**src/rtl/pwm_fade_array.sv**
```systemverilog
// Multi-channel PWM LED fader: one shared PWM counter, per-channel saturating
// brightness ramps stepped by a shared tick divider, selectable output polarity.
module pwm_fade_array #(
    parameter int unsigned CHANNELS   = 3,
    parameter int unsigned PWM_WIDTH  = 8,
    parameter int unsigned STEP       = 5,
    parameter int unsigned TICK_DIV   = 1_500_000,
    parameter bit          ACTIVE_LOW = 1'b0
) (
    input  logic                clk,
    input  logic                rst,
    input  logic [1:0]          mode,
    output logic [CHANNELS-1:0] led,
    output logic                step_tick
);

    localparam int unsigned MAX   = (2 ** PWM_WIDTH) - 1;
    localparam int unsigned DIV_W = $clog2(TICK_DIV);

    localparam logic [1:0] MODE_OFF     = 2'd0;
    localparam logic [1:0] MODE_FADE    = 2'd1;
    localparam logic [1:0] MODE_STAGGER = 2'd2;
    localparam logic [1:0] MODE_HOLD    = 2'd3;

    localparam logic [PWM_WIDTH:0]   MAX_X  = (PWM_WIDTH + 1)'(MAX);
    localparam logic [PWM_WIDTH:0]   STEP_X = (PWM_WIDTH + 1)'(STEP);
    localparam logic [PWM_WIDTH-1:0] MAX_W  = PWM_WIDTH'(MAX);
    localparam logic [PWM_WIDTH-1:0] STEP_W = PWM_WIDTH'(STEP);
    localparam logic [DIV_W-1:0]     DIV_LAST = DIV_W'(TICK_DIV - 1);

    // Evenly spread starting brightness for the staggered pattern.
    function automatic logic [PWM_WIDTH-1:0] stagger_init(input int unsigned idx);
        return PWM_WIDTH'((idx * MAX) / CHANNELS);
    endfunction

    logic [PWM_WIDTH-1:0] pwm_cnt_q, pwm_cnt_d;
    logic [DIV_W-1:0]     div_cnt_q, div_cnt_d;
    logic [PWM_WIDTH-1:0] b_q [CHANNELS];
    logic [PWM_WIDTH-1:0] b_d [CHANNELS];
    logic [CHANNELS-1:0]  dir_q, dir_d;
    logic [1:0]           mode_q, mode_d;
    logic [CHANNELS-1:0]  led_q, led_d;
    logic                 step_tick_q, step_tick_d;
    logic                 wrap_c;

    assign wrap_c = (div_cnt_q == DIV_LAST);

    // Next-state: mode load takes priority over the tick-driven brightness step.
    always_comb begin
        pwm_cnt_d   = pwm_cnt_q + PWM_WIDTH'(1);
        div_cnt_d   = wrap_c ? '0 : div_cnt_q + DIV_W'(1);
        mode_d      = mode_q;
        b_d         = b_q;
        dir_d       = dir_q;
        step_tick_d = 1'b0;

        if (mode != mode_q) begin
            mode_d    = mode;
            div_cnt_d = '0;
            case (mode)
                MODE_OFF, MODE_FADE: begin
                    for (int unsigned i = 0; i < CHANNELS; i++) b_d[i] = '0;
                    dir_d = '1;
                end
                MODE_STAGGER: begin
                    for (int unsigned i = 0; i < CHANNELS; i++) b_d[i] = stagger_init(i);
                    dir_d = '1;
                end
                default: ;
            endcase
        end else if (wrap_c && (mode_q == MODE_FADE || mode_q == MODE_STAGGER)) begin
            step_tick_d = 1'b1;
            for (int unsigned i = 0; i < CHANNELS; i++) begin
                if (dir_q[i]) begin
                    if (({1'b0, b_q[i]} + STEP_X) >= MAX_X) begin
                        b_d[i]   = MAX_W;
                        dir_d[i] = 1'b0;
                    end else begin
                        b_d[i] = b_q[i] + STEP_W;
                    end
                end else begin
                    if ({1'b0, b_q[i]} <= STEP_X) begin
                        b_d[i]   = '0;
                        dir_d[i] = 1'b1;
                    end else begin
                        b_d[i] = b_q[i] - STEP_W;
                    end
                end
            end
        end
    end

    // PWM compare against the current counter and brightness; polarity applied last.
    always_comb begin
        led_d = '0;
        for (int unsigned i = 0; i < CHANNELS; i++) begin
            led_d[i] = ((mode_q != MODE_OFF) && (pwm_cnt_q < b_q[i])) ^ ACTIVE_LOW;
        end
    end

    always_ff @(posedge clk or posedge rst) begin
        if (rst) begin
            pwm_cnt_q   <= '0;
            div_cnt_q   <= '0;
            for (int unsigned i = 0; i < CHANNELS; i++) b_q[i] <= '0;
            dir_q       <= '1;
            mode_q      <= MODE_OFF;
            led_q       <= {CHANNELS{ACTIVE_LOW}};
            step_tick_q <= 1'b0;
        end else begin
            pwm_cnt_q   <= pwm_cnt_d;
            div_cnt_q   <= div_cnt_d;
            b_q         <= b_d;
            dir_q       <= dir_d;
            mode_q      <= mode_d;
            led_q       <= led_d;
            step_tick_q <= step_tick_d;
        end
    end

    assign led       = led_q;
    assign step_tick = step_tick_q;

endmodule
```
**config.mk**
```make
export PLATFORM = sky130hd
export DESIGN_NAME = pwm_fade_array
export DESIGN_NICKNAME = d
export VERILOG_FILES = /design/src/rtl/pwm_fade_array.sv
export SDC_FILE = /design/constraint.sdc
export NUM_CORES = 1
export LEC_CHECK = 0
export ABC_AREA = 1
export CAP_MARGIN = 20
export CORE_MARGIN = 2
export CORE_UTILIZATION = 60
export DETAILED_ROUTE_END_ITERATION = 16
export PLACE_DENSITY = 0.87
export SLEW_MARGIN = 30
export SYNTH_ARGS = -nofsm -noshare
export SYNTH_HDL_FRONTEND = slang
export SYNTH_SLANG_ARGS = --single-unit
```
**constraint.sdc**
```tcl
create_clock -name clk -period 2.9 [get_ports clk]
set_input_delay 0.58 -clock clk [delete_from_list [all_inputs] [get_ports clk]]
set_output_delay 0.58 -clock clk [all_outputs]
set_load 0.01 [all_outputs]
```
==> results.ini, run 1 <==
[run_status]
status = finished, final reports clean

[place]
portBuffers = 7
dp_hpwl_um = 7900
place_congestion = 0.950

[sta]
setup_tns_ps = 0
relSlewSlack = 0.565
rsz0062_at_grt = false
setup_viol_count_final = 0
finalHoldViolations = 0
final.setup_skew_ps = 13.4
slew_violations = 0
final.min_clock_period_ps = 2150
worst_pin_slew_ps = 652
period_share = 0.740
fmax_mhz = 466
whs_ps = 481

[synth]
yosysWarnings = 0
yosysSeqAreaShare = 0.342
syn-num-nets = 667
ys_ff_latch = 62
syn_area_um2 = 4550
syn_avg_cell_area_um2 = 7.26
synth_edf_count = 0
synth_cells = 627
async_flop_share = 1.00
synth_top_flop_cell = dfrtp_1
synth_cell_type_count = 47

[cells_and_area]
final_common_cell = nand2_1
areaGrowthSynthToFinish_pct = 8.55
seqCellArea_um2 = 1560
insertedDiodeCount = 0
drive_gt1_frac = 0.0841
nFillCells = 608
final_cell_mix = 140 x nand2_1, 76 x inv_1, 65 x nor2_1
multi_input_area_um2 = 2620
final_nets = 678

[global_route]
antenna_found_initial = 0
track_usage = 0.264
grt_pass1_vias = 3944
grt_pass1_wl_um = 17900
grt_max_degree = 33
overflow = 0

[clock_tree]
cts_buffers = 9
htree_num_levels = 3
cts_hold_buf = 0
clkTransAtPathRegs_ps = 70
clock_path_buffers = 2
postCtsResizedCells = 0
clk_latency_ps = 350
cts_setup_buffers = 0
cts-root-buf = clkbuf_8
cts_tree = done
cts.sinks = 62

[worst_setup_path]
crit_required_ps = 3180
slowest_delay_ps = 510
start_kind = primary input
worst_setup_path_end_kind = register
cp.arrival_ps = 2420
crit_path_top_delay_cell = clkdlybuf4s50_1
critPathTopFamily = buffers and inverters
crit_fanout = 16
path_cells = clkdlybuf4s50_1 > xnor2_1 > nand2_2 > inv_2 > or2_1 > nand3_4 > inv_1 > nand2_1 > o21ai_1
criticalPathCategory = in2reg
critPathBufInv = 3

[drt]
wl_per_cell_um = 14.2
drt-total-wl_um = 10500
viasPerCell = 5.69
vias = 4217
dr.pass1.iters = 7
drc = 0
drt_iter0_drc = 282
detail-route-antenna-nets = 0

[floorplanning]
die_h_um = 91.1
floorplan.initialDensity = 0.624
rows = 31
dieArea_um2 = 8300
core-area_um2 = 7290
io_pins = 8
dieWidth_um = 91.1

[job]
cap_viol_max_count = 0

[power_and_ir_drop]
powerDensity_nw_per_um2 = 451
max-vdd-ir-drop_mv = 0.223
total_leakage_power_nw = 2.47

[worst_hold_path]
hold_path_class = reg2reg

==> power breakdown <==
group          switching (mW)  internal [mW]  leakage (nW)
registers              0.0489          0.899         0.809
logic                   0.275          0.139          1.55
clock network           0.360          0.506         0.113
total                   0.683           1.54          2.47
==> stage by stage <==
step | area (um2) | setup slack, ps | power (mW) | util | std cells
global placement | 4720 | 474 | 1.35 | 0.648 | 726
detailed placement | 4720 | 399 | 1.37 | 0.648 | 726
floorplan | 4550 | 784 | 1.26 | - | 627
finish | 4940 | 753 | 2.23 | 0.678 | 741
global route | 4940 | 549 | 2.32 | 0.678 | 741
CTS | 4940 | 755 | 2.22 | 0.678 | 741
==> per-layer routing <==
metal / vias to the layer above / part of all wire / wire length [um] / track usage
met5: - / 0 / 0 / 0
met4: 0 / 0.024 / 251 / 0.0985
met3: 29 / 0.055 / 578 / 0.0506
met2: 147 / 0.49 / 5140 / 0.444
met1: 1958 / 0.43 / 4520 / 0.338
li1: 2083 / - / - / -
==> cells in the mapped netlist, types with 3 or more instances <==
cell,count,share of area
inv_1,77,0.063
nand2_2,5,0.0069
nor3_1,11,0.012
xor2_1,14,0.027
o21a_1,3,0.0049
o21ai_0,28,0.031
dfrtp_1,59,0.32
nor3_2,3,0.0066
xnor2_1,5,0.0096
dfstp_2,3,0.017
nand4_1,15,0.021
nand3_1,47,0.052
nor2_1,65,0.054
inv_2,6,0.0049
nand2_1,140,0.12
ha_1,36,0.099
o22ai_1,3,0.0041
nor2_4,3,0.0074
nor2_2,6,0.0082
clkbuf_1,3,0.0025
a21oi_1,53,0.058
nor3b_1,3,0.0049
o21ai_1,9,0.0099
==> flip-flops by register name (all words and copies together), names as in the netlist <==
name,count
div_cnt_q,21
led,3
dir_q,3
b_q,24
mode_q,2
step_tick,1
pwm_cnt_q,8
==> layout make-up <==
class | count | share of cell area
multi-input cells | 470 | 0.530
flip-flops and latches | 62 | 0.315
clock inverters | 5 | 0.0167
repair buffers | 9 | 0.0197
clock buffers | 10 | 0.0278
inverters | 86 | 0.0656
well taps | 99 | 0.0251
==> cells by family (layout without fill, tap and decap cells) <==
| kind of cell | Yosys count | in the layout | synth area share |
|---|---|---|---|
| AND/OR/NAND/NOR | 308 | 308 | 0.313 |
| AO/OA/AOI/OAI | 107 | 107 | 0.128 |
| buffers and inverters | 95 | 110 | 0.0827 |
| flip-flops | 62 | 62 | 0.342 |
| adder cells (fa/ha/maj) | 36 | 36 | 0.0989 |
| XOR/XNOR | 19 | 19 | 0.0365 |
==> path summary, 6_finish.rpt <==
| check | endpoint | slack [ps] | cells past startpoint | from |
|---|---|---|---|---|
| min reg2reg | div_cnt_q[0] | 480 | 1 | div_cnt_q[0] |
| min in group asynchronous | div_cnt_q[13] | 640 | 2 | rst |
| max | b_q[13] | 750 | 9 | mode[1] |
| max reg2reg | b_q[20] | 780 | 8 | b_q[22] |
| min | div_cnt_q[0] | 480 | 1 | div_cnt_q[0] |
| max in group asynchronous | dir_q[2] | 1590 | 3 | rst |
Power figures use the tool's default switching activity.
==> inputs of run 2 (changes only) <==
CORE_UTILIZATION = 57   (was 60)
clock period = 1.9 ns   (was 2.9 ns; I/O delays follow)
==> run 2 against run 1 <==
- the run now ends with setup timing left
- worst hold slack worse by 86 ps
- global-route usage is 2.4 points higher
- cell count is 6.3% higher
- die area is 5.0% higher
- cell area is 11% higher
==> results.ini, run 2 (synthesis results as in run 1) <==
[cells_and_area]
insertedDiodeCount = 0  ; unchanged
design_area_um2 = 5500  ; +11%
drive_gt1_frac = 0.235  ; +0.151
final_cell_mix = 123 x nand2_1, 68 x inv_1, 52 x nor2_1, 52 x dfrtp_1, 51 x a21oi_1
largest_reg_flops = 24  ; unchanged
final_nets = 722  ; +6.5%
regMostFlops = b_q
top_regs = b_q: 24 flops, div_cnt_q: 21 flops, pwm_cnt_q: 8 flops
final_common_cell = nand2_1
areaGrowthSynthToFinish_pct = 20.8

[floorplanning]
rows = 32  ; +3.2%
floorplan.initialDensity = 0.589  ; -0.0352
die_h_um = 93.4  ; +2.5%
core-area_um2 = 7730  ; +6.0%
dieArea_um2 = 8720  ; +5.0%
dieWidth_um = 93.4  ; +2.5%
io_pins = 8  ; unchanged

[run_status]
violations = setup timing
status = complete, but fails checks

[place]
placed_area_um2 = 4960  ; +5.0%
portBuffers = 7  ; unchanged
dp_hpwl_um = 8600  ; +8.8%
post-place-ws_ps = -239  ; -638 ps
place_congestion = 0.988  ; +4.0%

[global_route]
track_usage = 0.289  ; +0.0244
antenna_found_initial = 0  ; unchanged
grt_pass1_vias = 4498  ; +14%
grt_max_degree = 27  ; -18%
grt_pass1_wl_um = 20000  ; +12%
overflow = 0  ; unchanged

[sta]
final.setup_skew_ps = 8.92  ; -4.49 ps
setup_viol_count_final = 1  ; +1
period_share = 1.00
worst_pin_slew_ps = 458  ; -194 ps
finalHoldViolations = 0  ; unchanged
rsz0062_at_grt = true
relSlewSlack = 0.692  ; +0.127
slew_violations = 0  ; unchanged
fmax_mhz = 524
worst_slack_ps = -6.90  ; -760 ps
final.min_clock_period_ps = 1910

[job]
cap_viol_max_count = 0  ; unchanged

[worst_setup_path]
crit_fanout = 7  ; -9
start_kind = register
worst_setup_path_end_kind = register
r2r-start = div_cnt_q[16]
ff2ff_setup_slack_ps = -7  ; -790 ps
criticalPathCategory = reg2reg
startpoint = div_cnt_q[16]
crit_required_ps = 2140  ; -1040 ps
cp.arrival_ps = 2150  ; -270 ps

[clock_tree]
cts.sinks = 62  ; unchanged
clock_path_buffers = 2  ; unchanged
cts_hold_buf = 0  ; unchanged
cts_buffers = 9  ; unchanged
cts_tree = done
clk_latency_ps = 340  ; about the same
clkTransAtPathRegs_ps = 70  ; about the same
htree_num_levels = 3  ; unchanged
cts-root-buf = clkbuf_8

[power_and_ir_drop]
p_int_mw = 2.32  ; +50%
powerDensity_nw_per_um2 = 628  ; +39%
swShare = 0.329  ; +0.0228
p_total_mw = 3.45  ; +55%
power_frac_seq = 0.417  ; -0.009
total_leakage_power_nw = 2.68  ; +8.4%
power_frac_clock = 0.333  ; -0.055
p_comb_frac = 0.250  ; +0.064
p_switching_mw = 1.14  ; +67%
max-vdd-ir-drop_mv = 0.374  ; +68%

[drt]
dr.pass1.iters = 6  ; -1
detail-route-antenna-nets = 0  ; unchanged
drc = 0  ; unchanged
drt-total-wl_um = 13200  ; +26%
drt_iter0_drc = 370  ; +31%
viasPerCell = 6.06  ; +6.5%
wl_per_cell_um = 16.7  ; +18%
vias = 4775  ; +13%

[worst_hold_path]
hold_path_class = in2async

run 2: changes by cell type in the layout (fill, tap and decap cells not counted), sizes merged:
cell      delta
clkinvlp     +4
buf         +43
inv          -1
bufinv       -1
clkinv       -1
run 2: power groups by stage:
| stage | registers (mW) | logic [mW] | clock network, mW |
|---|---|---|---|
| finish | 1.44 | 0.864 | 1.15 |
| global route | 1.45 | 0.945 | 1.22 |
| CTS | 1.43 | 0.755 | 1.16 |
| detailed placement | 1.45 | 0.733 | 0 |
| global placement | 1.45 | 0.706 | 0 |
| floorplan | 1.45 | 0.475 | 0 |
run 2: layer usage:
layer / global-route usage / vias to the layer above / part of all wire
met2: 0.474 / 290 / 0.49
li1: - / 2171 / -
met4: 0.150 / 0 / 0.036
met5: 0 / - / 0
met3: 0.0564 / 62 / 0.078
met1: 0.360 / 2252 / 0.40
run 2: worst paths after layout:
path	end	depth (start not counted)
setup / recovery	b_q[2]	10
setup reg to reg	b_q[2]	10
hold / removal	led[1]	2
hold reg to reg	div_cnt_q[0]	1
min in group clk	div_cnt_q[0]	1
max in group asynchronous	dir_q[2]	3
run 2: repair_timing:
action	in CTS	in global routing
endpoints found under the setup margin	4	36
gates cloned	0	1
resized for setup	1	81
pin swaps	1	22
buffers inserted	3	11
run 2: worst max-delay path, cell delays in order, from the launching register on:
cell,delay [ps]
dfrtp_1,440
nor2_2,180
nand4_4,120
nor3_4,250
nand3_4,150
nand3_4,170
buf_4,140
nand2_4,60
nor2_2,100
nand2_1,60
o21ai_0,100
run 2: area by class of cell:
cell class,count,area (um2)
flip-flops and latches,62,1560
well taps,102,128
clock buffers,10,128
inverters,86,333
clock inverters,5,60.1
repair buffers,52,452
repair inverters,1,7.51
fillers,542,2230
multi-input cells,470,2830
run 2: metrics by stage:
step / setup TNS [ps] / hold WS (ps) / cells / util
floorplan: 0 / 425 / 627 / -
CTS: 0 / 395 / 776 / 0.670
detailed placement: -4930 / 459 / 758 / 0.642
global placement: -2850 / 441 / 758 / 0.642
global route: -968 / 425 / 788 / 0.712
finish: -6.90 / 395 / 788 / 0.712
==> inputs of run 3 (changes only) <==
ABC_AREA = 0   (was 1)
==> run 3 against run 2 <==
- the run still ends with setup timing left
- critical path type unchanged
- critical path depth is 3 lower
- largest power group unchanged
- combinational power rose by 17%
- wire length grew 63%
- cell area increased by 22%
==> results.ini, run 3 <==
[worst_setup_path]
startpoint = div_cnt_q[7]
ff2ff_setup_slack_ps = -420  ; -420 ps
cp.arrival_ps = 2560  ; +410 ps
crit_fanout = 6  ; -1
worst_setup_path_end_kind = register
criticalPathCategory = reg2reg
r2r-start = div_cnt_q[7]
start_kind = register
worst_r2r_path_depth = 7  ; -3
rr_endpoint = b_q[7]
crit_required_ps = 2130  ; about the same

[cells_and_area]
drive_gt1_frac = 0.417  ; +0.182
final_cell_mix = 114 x buf_4, 54 x dfrtp_1, 48 x nor2_1
post-route-util = 0.863  ; +0.151
final_nets = 697  ; -3.5%
regMostFlops = b_q
largest_reg_flops = 24  ; unchanged
top_regs = b_q: 24 flops, div_cnt_q: 21 flops, pwm_cnt_q: 8 flops
areaGrowthSynthToFinish_pct = 46.0
design_area_um2 = 6700  ; +22%
final_common_cell = buf_4
insertedDiodeCount = 0  ; unchanged

[drt]
viasPerCell = 7.53  ; +24%
drt-total-wl_um = 21500  ; +63%
wl_per_cell_um = 28.2  ; +68%
vias = 5754  ; +21%
drc = 0  ; unchanged
dr.pass1.iters = 7  ; +1
drt_iter0_drc = 838  ; +130%
detail-route-antenna-nets = 0  ; unchanged

[synth]
syn-num-nets = 561  ; -16%
synth_cell_type_count = 67  ; +43%
yosysWarnings = 0  ; unchanged
yosysMostFrequentCell = dfrtp_1
synth_edf_count = 0  ; unchanged
syn_avg_cell_area_um2 = 8.82  ; +21%
synth_cells = 521  ; -17%
synth_top_flop_cell = dfrtp_1
syn_area_um2 = 4590  ; +0.88%
ys_ff_latch = 62  ; unchanged
yosysSeqAreaShare = 0.339  ; -0.00298
synth_top_area_frac = 0.321  ; -0.00283
ys_top_cells_by_area = dfrtp_1 32%, ha_1 9.8%, xnor2_1 5.7%
async_flop_share = 1.00  ; unchanged
synth_top_area_cell = dfrtp_1
ys_top_cells_by_count = 59 x dfrtp_1, 52 x nor2_1, 41 x nand2_1

[sta]
final.min_clock_period_ps = 2320  ; +416 ps
period_share = 1.22  ; +0.219
final.setup_skew_ps = 27.6  ; +18.7 ps
worst_slack_ps = -423  ; -416 ps
setup_viol_count_final = 47  ; +46
relSlewSlack = 0.515  ; -0.177
whs_ps = 400  ; +4.69 ps
worst_pin_slew_ps = 721  ; +263 ps
slew_violations = 0  ; unchanged
finalHoldViolations = 0  ; unchanged
rsz0062_at_grt = true
fmax_mhz = 430  ; -18%

[run_status]
violations = setup timing
status = complete, but fails checks

[job]
cap_viol_max_count = 0  ; unchanged

[worst_hold_path]
hold_path_class = in2async

[global_route]
grt_pass1_vias = 5314  ; +18%
track_usage = 0.407  ; +0.118
overflow = 0  ; unchanged
antenna_found_initial = 1  ; +1
grt_pass1_wl_um = 27300  ; +37%
grt_max_degree = 21  ; -22%

[clock_tree]
cts_tree = done
cts_hold_buf = 0  ; unchanged
cts.sinks = 62  ; unchanged
clock_path_buffers = 2  ; unchanged
cts_buffers = 9  ; unchanged
clk_latency_ps = 380  ; +40 ps
cts-root-buf = clkbuf_8
htree_num_levels = 3  ; unchanged
clkTransAtPathRegs_ps = 100  ; +30 ps

[place]
dp_hpwl_um = 9970  ; +16%
portBuffers = 7  ; unchanged
placed_area_um2 = 5620  ; +13%
place_congestion = 1.01  ; +1.8%

[floorplanning]
dieArea_um2 = 8790  ; +0.84%
core-area_um2 = 7770  ; +0.52%
dieWidth_um = 93.8  ; +0.42%
floorplan.initialDensity = 0.591  ; +0.00212
rows = 32  ; unchanged
die_h_um = 93.8  ; +0.42%
io_pins = 8  ; unchanged

[power_and_ir_drop]
max-vdd-ir-drop_mv = 0.432  ; +15%
total_leakage_power_nw = 2.93  ; +9.4%
powerDensity_nw_per_um2 = 563  ; -10%

-- run 3: changes by cell type in the layout (fill, tap and decap cells not counted), moves of 17 or more --
cell,previous run,this run
a21oi_1,51,14
buf_4,38,114
nand3_1,42,18
xnor2_1,5,27
inv_1,68,24
nand2_2,20,3
nand2_1,123,38
-- run 3: cell families after synthesis --
logic type	share of synthesized area
buffers and inverters	0.0501
flip-flops	0.339
multiplexers	0.00245
XOR/XNOR	0.0874
AO/OA/AOI/OAI	0.203
adder cells (fa/ha/maj)	0.0981
AND/OR/NAND/NOR	0.220
-- run 3: cell type report --
cell class	instances	area (um2)
timing repair buffer	145	1220
sequential	62	1560
multi-input combinational	404	3430
clock inverter	3	42.5
inverter	35	148
fill	313	1060
tap	102	128
clock buffer	13	169
-- run 3: worst max-delay path: stages (launching register included) --
cell and delay, ps:
dfrtp_1 450, nand4bb_4 270, nor4_4 470, nand4_4 210, buf_6 200, nand2_8 100, o31ai_2 100, a211oi_1 380
-- run 3: report_power, final --
group / leakage [nW] / internal (mW) / switching [mW]
clock: 0.106 / 0.713 / 0.623
combinational: 2.02 / 0.444 / 0.562
sequential: 0.809 / 1.36 / 0.0660
total: 2.93 / 2.52 / 1.25
-- run 3: per-stage QoR --
stage                     total power [mW]  instances  worst slack [ps]  setup TNS, ps
after global placement                2.10        722              -405          -8920
after global routing                  3.81        764              -473          -9880
after floorplan                       1.82        521             -89.1           -122
after CTS                             3.46        749              -202           -978
final                                 3.77        764              -423          -9290
after detailed placement              2.12        722              -511         -12150
-- run 3: metal layers --
layer	vias to the layer above	GRT usage	part of all wire
met5	-	0	0
met4	0	0.291	0.10
met3	271	0.123	0.15
met2	700	0.627	0.42
met1	2631	0.480	0.33
li1	2152	-	-
-- run 3: worst max-delay path by stage --
stage             end  slack, ps  cells past startpoint
6_report       b_q[7]       -420                      7
5_1_grt        b_q[7]       -470                      7
4_1_cts        b_q[0]       -200                      7
3_5_place_dp   b_q[7]       -510                      7
3_3_place_gp   b_q[7]       -410                      7
2_1_floorplan  b_q[1]        -90                      7
-- run 3: repair_timing --
item                                    in CTS  in global routing
endpoints found under the hold margin        0                  0
pin swaps                                   22                 22
setup buffers                               12                 15
endpoints found under the setup margin      29                 32
resized for setup                           68                 85
